`src/rtl/load_store_unit_if.sv`:
```
// load_store_unit_if: request, data-memory and response bundle for the load/store unit
interface load_store_unit_if #(
    parameter int WIDTH = 32,
    parameter int RD_W  = 5
);
    logic             req_valid;
    logic             req_ready;
    logic             req_load;
    logic             req_store;
    logic [2:0]       req_funct3;
    logic [WIDTH-1:0] req_addr;
    logic [WIDTH-1:0] req_wdata;
    logic [RD_W-1:0]  req_rd;
    logic             mem_rd_en;
    logic             mem_wr_en;
    logic [WIDTH-1:0] mem_addr;
    logic [WIDTH-1:0] mem_wr_data;
    logic [WIDTH-1:0] mem_rd_data;
    logic             resp_valid;
    logic [WIDTH-1:0] resp_data;
    logic [RD_W-1:0]  resp_rd;
    logic             resp_wb_en;
    logic             resp_err;

    modport master (
        output req_valid, req_load, req_store, req_funct3, req_addr, req_wdata, req_rd, mem_rd_data,
        input  req_ready, mem_rd_en, mem_wr_en, mem_addr, mem_wr_data,
               resp_valid, resp_data, resp_rd, resp_wb_en, resp_err
    );

    modport slave (
        input  req_valid, req_load, req_store, req_funct3, req_addr, req_wdata, req_rd, mem_rd_data,
        output req_ready, mem_rd_en, mem_wr_en, mem_addr, mem_wr_data,
               resp_valid, resp_data, resp_rd, resp_wb_en, resp_err
    );
endinterface

```
`src/rtl/load_store_unit.sv`:
```
// load_store_unit: MEM-stage load/store front end with read-modify-write sub-word stores
// Optional: define LSU_MISALIGN_TRAP_EN to reject misaligned halfword/word accesses
module load_store_unit #(
    parameter int WIDTH = 32,
    parameter int RD_W  = 5
) (
    input logic clk,
    input logic rst,
    load_store_unit_if.slave bus
);
    typedef enum logic [1:0] {IDLE, ACCESS, MERGE} state_t;

    state_t           state, state_n;
    logic             ld_q, st_q;
    logic [2:0]       f3_q;
    logic [WIDTH-1:0] addr_q, wdata_q, merge_q;
    logic [RD_W-1:0]  rd_q;
    logic             legal, misal, ok, sub_st, done;
    logic [4:0]       sh;
    logic [WIDTH-1:0] lane, load_val, mask, merged;

    // Decode the latched request, extract/extend load lanes and build the merged store word
    always_comb begin
        legal = (ld_q != st_q) && (ld_q ? (f3_q inside {3'b000, 3'b001, 3'b010, 3'b100, 3'b101})
                                        : (f3_q inside {3'b000, 3'b001, 3'b010}));
`ifdef LSU_MISALIGN_TRAP_EN
        misal = (f3_q[1:0] == 2'b01 && addr_q[0]) || (f3_q[1:0] == 2'b10 && addr_q[1:0] != 2'b00);
`else
        misal = 1'b0;
`endif
        ok       = legal && !misal;
        sub_st   = ok && st_q && f3_q[1:0] != 2'b10;
        sh       = f3_q[0] ? {addr_q[1], 4'b0} : {addr_q[1:0], 3'b0};
        lane     = bus.mem_rd_data >> sh;
        load_val = f3_q[1] ? bus.mem_rd_data
                 : f3_q[0] ? {{(WIDTH-16){!f3_q[2] && lane[15]}}, lane[15:0]}
                           : {{(WIDTH-8){!f3_q[2] && lane[7]}}, lane[7:0]};
        mask     = (f3_q[0] ? WIDTH'(16'hFFFF) : WIDTH'(8'hFF)) << sh;
        merged   = (merge_q & ~mask) | ((wdata_q << sh) & mask);
        done     = (state == ACCESS && !sub_st) || state == MERGE;
        bus.req_ready   = state == IDLE;
        bus.mem_addr    = {addr_q[WIDTH-1:2], 2'b00};
        bus.mem_rd_en   = !rst && state == ACCESS && ok && (ld_q || sub_st);
        bus.mem_wr_en   = !rst && ((state == ACCESS && ok && st_q && !sub_st) || state == MERGE);
        bus.mem_wr_data = state == MERGE ? merged : wdata_q;
        state_n = state == IDLE ? (bus.req_valid ? ACCESS : IDLE)
                : (state == ACCESS && sub_st) ? MERGE : IDLE;
    end

    // State register, request latch, merge buffer and registered response
    always_ff @(posedge clk) begin
        if (rst) begin
            state          <= IDLE;
            ld_q           <= 1'b0;
            st_q           <= 1'b0;
            f3_q           <= '0;
            addr_q         <= '0;
            wdata_q        <= '0;
            rd_q           <= '0;
            merge_q        <= '0;
            bus.resp_valid <= 1'b0;
            bus.resp_data  <= '0;
            bus.resp_rd    <= '0;
            bus.resp_wb_en <= 1'b0;
            bus.resp_err   <= 1'b0;
        end else begin
            state          <= state_n;
            bus.resp_valid <= done;
            if (state == IDLE && bus.req_valid) begin
                ld_q    <= bus.req_load;
                st_q    <= bus.req_store;
                f3_q    <= bus.req_funct3;
                addr_q  <= bus.req_addr;
                wdata_q <= bus.req_wdata;
                rd_q    <= bus.req_rd;
            end
            if (state == ACCESS && sub_st)
                merge_q <= bus.mem_rd_data;
            if (done) begin
                bus.resp_data  <= (ld_q && ok) ? load_val : '0;
                bus.resp_rd    <= rd_q;
                bus.resp_err   <= !ok;
                bus.resp_wb_en <= ld_q && ok && rd_q != '0;
            end
        end
    end
endmodule

```
`src/flat_wrapper.sv`:
```
// flat-port wrapper written by rule: the top's interface ports become plain ports
module load_store_unit_flat 
#(
    parameter int WIDTH = 32,
    parameter int RD_W  = 5
)
  (clk, rst, bus_req_valid, bus_req_load, bus_req_store, bus_req_funct3, bus_req_addr, bus_req_wdata, bus_req_rd, bus_mem_rd_data, bus_req_ready, bus_mem_rd_en, bus_mem_wr_en, bus_mem_addr, bus_mem_wr_data, bus_resp_valid, bus_resp_data, bus_resp_rd, bus_resp_wb_en, bus_resp_err);
  load_store_unit_if #(.WIDTH(WIDTH), .RD_W(RD_W)) bus_i ();
  input logic clk;
  input logic rst;
  input wire logic [$bits(bus_i.req_valid)-1:0] bus_req_valid;
  input wire logic [$bits(bus_i.req_load)-1:0] bus_req_load;
  input wire logic [$bits(bus_i.req_store)-1:0] bus_req_store;
  input wire logic [$bits(bus_i.req_funct3)-1:0] bus_req_funct3;
  input wire logic [$bits(bus_i.req_addr)-1:0] bus_req_addr;
  input wire logic [$bits(bus_i.req_wdata)-1:0] bus_req_wdata;
  input wire logic [$bits(bus_i.req_rd)-1:0] bus_req_rd;
  input wire logic [$bits(bus_i.mem_rd_data)-1:0] bus_mem_rd_data;
  output wire logic [$bits(bus_i.req_ready)-1:0] bus_req_ready;
  output wire logic [$bits(bus_i.mem_rd_en)-1:0] bus_mem_rd_en;
  output wire logic [$bits(bus_i.mem_wr_en)-1:0] bus_mem_wr_en;
  output wire logic [$bits(bus_i.mem_addr)-1:0] bus_mem_addr;
  output wire logic [$bits(bus_i.mem_wr_data)-1:0] bus_mem_wr_data;
  output wire logic [$bits(bus_i.resp_valid)-1:0] bus_resp_valid;
  output wire logic [$bits(bus_i.resp_data)-1:0] bus_resp_data;
  output wire logic [$bits(bus_i.resp_rd)-1:0] bus_resp_rd;
  output wire logic [$bits(bus_i.resp_wb_en)-1:0] bus_resp_wb_en;
  output wire logic [$bits(bus_i.resp_err)-1:0] bus_resp_err;
  assign bus_i.req_valid = bus_req_valid;
  assign bus_i.req_load = bus_req_load;
  assign bus_i.req_store = bus_req_store;
  assign bus_i.req_funct3 = bus_req_funct3;
  assign bus_i.req_addr = bus_req_addr;
  assign bus_i.req_wdata = bus_req_wdata;
  assign bus_i.req_rd = bus_req_rd;
  assign bus_i.mem_rd_data = bus_mem_rd_data;
  assign bus_req_ready = bus_i.req_ready;
  assign bus_mem_rd_en = bus_i.mem_rd_en;
  assign bus_mem_wr_en = bus_i.mem_wr_en;
  assign bus_mem_addr = bus_i.mem_addr;
  assign bus_mem_wr_data = bus_i.mem_wr_data;
  assign bus_resp_valid = bus_i.resp_valid;
  assign bus_resp_data = bus_i.resp_data;
  assign bus_resp_rd = bus_i.resp_rd;
  assign bus_resp_wb_en = bus_i.resp_wb_en;
  assign bus_resp_err = bus_i.resp_err;
  load_store_unit #(.WIDTH(WIDTH), .RD_W(RD_W)) u_core (.clk(clk), .rst(rst), .bus(bus_i));
endmodule
```
`config.mk`:
```
export PLATFORM = sky130hd
export DESIGN_NAME = load_store_unit_flat
export DESIGN_NICKNAME = d
export VERILOG_FILES = /design/src/rtl/load_store_unit_if.sv /design/src/rtl/load_store_unit.sv /design/src/flat_wrapper.sv
export SDC_FILE = /design/constraint.sdc
export NUM_CORES = 1
export LEC_CHECK = 0
export CAP_MARGIN = 20
export CORE_MARGIN = 2
export CORE_UTILIZATION = 46
export DETAILED_ROUTE_END_ITERATION = 12
export PLACE_DENSITY_LB_ADDON = 0.2
export SYNTH_ARGS = -nofsm -noshare
export SYNTH_HDL_FRONTEND = slang
export SYNTH_SLANG_ARGS = --single-unit
```
`constraint.sdc`:
```
create_clock -name clk -period 2.3 [get_ports clk]
set_input_delay 0.345 -clock clk [delete_from_list [all_inputs] [get_ports clk]]
set_output_delay 0.345 -clock clk [all_outputs]
set_load 0.1 [all_outputs]
```
### After elaboration in Yosys (flattened, before gate mapping)

Cells that the tools add are included.

| word-level totals | value |
|---|---|
| input port bits | 109 |
| output and inout bits | 107 |
| word-level logic and storage cells | 67 |
| register bits after elaboration | 148 |

| cells by class | value |
|---|---|
| bitwise logic cells | 4 |
| muxes and demuxes | 10 |
| shift-type cells | 3 |
| reduce and logical (&&, ||, !) cells | 29 |
| eq/ne operators | 8 |

Operator list:

| operator | number |
|---|---|
| two-way mux 32 bit | 4 |
| bitwise AND 32 bit | 2 |
| NOT 32 bit | 1 |
| OR 32 bit | 1 |
| << shifter 16 x 5 -> 32 bit | 1 |
| << shifter 32 x 5 -> 32 bit | 1 |
| right shift 32 x 5 -> 16 bit | 1 |
| logical AND 1 bit | 17 |
| two-way mux 16 bit | 1 |
| nonzero test 5 bit | 2 |
| == test 3 bit (second input constant) | 2 |
| zero test 1 bit | 4 |
| two-way mux 2 bit | 2 |
| two-way mux 4 bit | 1 |
| == test 3 x 1 -> 1 bit (second input constant) | 1 |
| == test 3 x 2 -> 1 bit (second input constant) | 1 |
| zero test 3 bit | 1 |
| logical OR 1 bit | 3 |
| nonzero test 3 bit | 1 |
| == test 2 x 1 -> 1 bit (second input constant) | 1 |
| == test 2 bit (second input constant) | 1 |
| zero test 2 bit | 1 |
| two-way mux 1 bit | 2 |
| inequality test 2 bit (second input constant) | 1 |
| inequality test 1 bit | 1 |

### Depth between registers and ports, before layout

| depth | value |
|---|---|
| depth after elaboration | 10 |
| depth in mapped cells | 7 |
| depth with buffers taken out | 4 |

### Worst setup path before layout

No wires, ideal clock.

| timing | value |
|---|---|
| path type | register -> output |
| from | reg u_core.addr_q[1] |
| to | out bus_mem_wr_data[24] |
| stages on the path, launching flop included | 7 |
| required time | 1955 ps |
| setup slack | -1348 ps |
| buffers on the path | 3 |
| arrival | 3303 ps |
| cells stage by stage | dfxtp_1 buf_4 buf_2 clkbuf_1 o21ai_1 a22oi_1 o21ai_0 |

| on the way | value |
|---|---|
| cells in the longest elaborated chain, start to end | 5 |
| elaborated cells on any way between the ends | 7 |
| classes of those cells | shift (2); mux (1); bitwise (4) |

Ends and longest elaborated chain:

| item | line | text |
|---|---|---|
| start, declared | load_store_unit.sv:16 | `logic [WIDTH-1:0] addr_q, wdata_q, merge_q;` |
| start signal, assigned | load_store_unit.sv:73 | `addr_q <= bus.req_addr;` |
| << shifter 16 x 5 -> 32 bit | load_store_unit.sv:38 | `mask = (f3_q[0] ? WIDTH'(16'hFFFF) : WIDTH'(8'hFF)) << sh;` |
| NOT 32 bit | load_store_unit.sv:39 | `merged = (merge_q & ~mask) \| ((wdata_q << sh) & mask);` |
| bitwise AND 32 bit | load_store_unit.sv:39 |  |
| OR 32 bit (*) | load_store_unit.sv:39 |  |
| two-way mux 32 bit (*) | load_store_unit.sv:45 | `bus.mem_wr_data = state == MERGE ? merged : wdata_q;` |
| end, declared | flat_wrapper.sv:23 | `output wire logic [$bits(bus_i.mem_wr_data)-1:0] bus_mem_wr_data;` |

Mark *: on every way between the ends. The rest lies on a longest branch, timed or not.

### Worst setup path in the final report

| timing | value |
|---|---|
| from | reg u_core.f3_q[0] |
| to | out bus_mem_wr_data[18] |

| on the way | value |
|---|---|
| cells in the longest elaborated chain, start to end | 6 |
| elaborated cells on any way between the ends | 9 |
| classes of those cells | shift (2); mux (3); bitwise (4) |

Ends and longest elaborated chain:

| item | line | text |
|---|---|---|
| start, declared | load_store_unit.sv:15 | `logic [2:0] f3_q;` |
| start signal, assigned | load_store_unit.sv:72 | `f3_q <= bus.req_funct3;` |
| two-way mux 16 bit / two-way mux 4 bit (equally long branches) | load_store_unit.sv:38, load_store_unit.sv:33 |  |
| << shifter 16 x 5 -> 32 bit | load_store_unit.sv:38 |  |
| NOT 32 bit | load_store_unit.sv:39 |  |
| bitwise AND 32 bit | load_store_unit.sv:39 |  |
| OR 32 bit (*) | load_store_unit.sv:39 |  |
| two-way mux 32 bit (*) | load_store_unit.sv:45 |  |

Marked as above.

==> results.cfg <==
[critical_path]
cp-end-kind = primary output
critPathRequiredTime_ps = 1960
crit_path_max_fanout = 8
worstPathArrival_ps = 1940
setup.worst_path.start_class = register
crit_type = reg -> out

[place]
dp_hpwl_um = 14100
io_buffers = 213
gp_congestion = 0.802
pre_cts_slack_ps = 227

[route]
routed.top_layer = met4
vias = 6325
ant_nets = 0
avgRoutedWirePerCell_um = 17.2
finalWirelength_um = 20100
met1_length_um = 7900
drt-initial-drc-count = 529
met2_length_um = 10400
drt-pass1-iter-count = 8
drc_errors = 0
wl_met3_um = 1440
via_per_inst = 5.42

[layout]
nets = 1083
drive_above_1_share = 0.256
final_common_cell = nand2_1
multi_input_area_mm2 = 0.00345
nFillCells = 1090
final_cell_mix = nand2_1, dfxtp_1, a21oi_1
seq_area_mm2 = 0.00297
n_antenna_cell = 0
syn_to_final_growth_pct = 52.0

[outcome]
status = finished clean

[cts]
cts_buffer_depth = 2
postCtsHoldBufs = 0
cts_made_buffers = 17
cts-root-buf = clkbuf_16
cts_tree = done
clk_latency_ps = 420
htreeDepth = 4
clk_pin_slew_ps = 60
cts_sinks = 148

[sta]
slew_violations = 0
setup_viol = 0
tightest_slew_ps = 816
rsz0062_at_grt = yes
hold_violations = 0
fmax_mhz = 437
finalCritPeriodShare = 0.995
fin_tns_setup_ps = 0
fin_ws_ps = 10.8
slew_headroom = 0.456
min_period_ps = 2290
holdWs_ps = 213
clock-skew-final_ps = 9.68

[synth]
yosysWarningCount = 0
yosysUniqueCellTypes = 41
synth_area_mm2 = 0.00652
avgSynthCellArea_um2 = 8.10
synthesis.instances = 805
ys_ff_latch = 148
synth_top_area_cell = dfxtp_1
ys_top_cells_by_area = dfxtp_1, nand2_1, a21oi_1, buf_4, mux2_2
ys_seq_area_frac = 0.454
synth_top_area_share = 0.454

[die]
start_util = 0.470
rows = 43
die_w_um = 123
die_area_mm2 = 0.0151
die_h_um = 123
core_region_area_mm2 = 0.0139
ios = 216

[job]
drv_cap = 0

[power]
p_clk_frac = 0.414
power.switching_mw = 2.25
swShare = 0.304
ir_worst_vdd_v = 0.000438
power.leakage_nw = 3.73
pwr-share-comb = 0.217
power_frac_seq = 0.369
internal-power_mw = 5.17
power.density_mw_per_mm2 = 749

[grt]
grt_pass1_vias = 6021
antenna_found_initial = 0
grt_pass1_wl_um = 30700
grt_max_degree = 79
grt_usage = 0.262
grt_overflow = 0

[hold_path]
hold_path.class = in -> reg
[registers in the layout, summed over array words and instances (netlist names)]
name,cells
u_core.merge_q,32
u_core.bus.resp_rd,5
u_core.f3_q,3
u_core.st_q,1
u_core.bus.resp_wb_en,1
u_core.bus.resp_err,1
u_core.wdata_q,32
u_core.bus.resp_valid,1
u_core.state,2
u_core.ld_q,1
u_core.addr_q,32
u_core.rd_q,5
u_core.bus.resp_data,32
[cells by family after synthesis]
group                  after synthesis  share of synthesized area
and+or+nand+nor                    306                      0.197
AOI/OAI and AO/OA                  229                      0.224
muxes                               26                     0.0432
DFF                                148                      0.454
buffers and inverters               95                     0.0802
other                                1                   0.000575
[cell usage after synthesis]
library cell,count
clkbuf_1,43
nand3_1,2
o2bb2ai_1,14
or2_0,1
o2bb2ai_2,10
a22o_1,9
o21ai_2,2
nor2b_1,19
a221oi_1,1
o21ba_2,1
a21oi_1,130
or3_1,1
inv_1,1
nor4b_2,1
a211oi_1,2
buf_6,2
conb_1,1
buf_4,37
and2_1,1
buf_2,10
a222oi_1,7
or4_1,2
o21bai_1,1
and2b_1,1
nor2_1,16
nand2_1,244
mux2i_1,9
or4b_4,1
o22ai_1,8
a32o_1,8
o21ai_1,2
o21ai_0,25
nand3b_2,1
mux2_2,17
nor3_2,1
a22oi_1,9
nor2_2,2
nor3_1,2
dfxtp_1,148
buf_1,2
nand2b_1,11
[timing repair]
item | CTS | global route
gates cloned | 0 | 1
setup buffers | 0 | 1
gates resized for setup | 6 | 21
pin swaps | 0 | 2
hold endpoints to repair | 0 | 0
setup endpoints to repair | 23 | 28
[stage by stage]
stage / utilization / area [um^2] / power [mW] / std cells
floorplan: - / 6820 / 3.83 / 806
global placement: 0.654 / 9080 / 4.35 / 1133
detailed placement: 0.654 / 9080 / 4.36 / 1133
CTS: 0.703 / 9760 / 7.42 / 1165
global route: 0.714 / 9910 / 7.65 / 1167
finish: 0.714 / 9910 / 7.42 / 1167
[worst max-delay path, stage by stage (launching register included)]
cell and delay [ps]:
dfxtp_4 370, nor2b_1 180, nand2b_1 140, buf_4 240, mux2i_1 320, o21ai_4 90
buf_12 170
[per-layer routing]
layer	GRT usage	vias up
met5	0	-
met4	0.0952	0
met3	0.0720	35
met2	0.449	238
met1	0.313	2997
li1	-	3055
[worst paths after layout]
check / start / to / slack [ps] / cells after the start
max reg2reg: u_core.ld_q$_SDFFE_PP0P_ / u_core.bus.resp_data[18]$_SDFFE_PP0P_ / 340 / 6
max: u_core.f3_q[0]$_SDFFE_PP0P_ / bus_mem_wr_data[18] / 10 / 6
min: rst / u_core.f3_q[1]$_SDFFE_PP0P_ / 210 / 2
min reg2reg: u_core.addr_q[13]$_SDFFE_PP0P_ / u_core.addr_q[13]$_SDFFE_PP0P_ / 450 / 2
[power groups by stage]
stage	sequential [mW]	combinational [mW]	clock [mW]
detailed placement	2.79	1.57	0
floorplan	2.84	0.988	0
finish	2.74	1.61	3.07
global placement	2.78	1.56	0
global route	2.75	1.69	3.21
CTS	2.73	1.59	3.11
[cell type report]
class                   count  share of cell area
clock inverters            15              0.0231
inverters                   1            0.000379
multi-input cells         563               0.348
repair buffers            243               0.264
well taps                 180              0.0227
flip-flops and latches    148               0.299
clock buffers              17              0.0429
(Power assumes the default switching activity.)
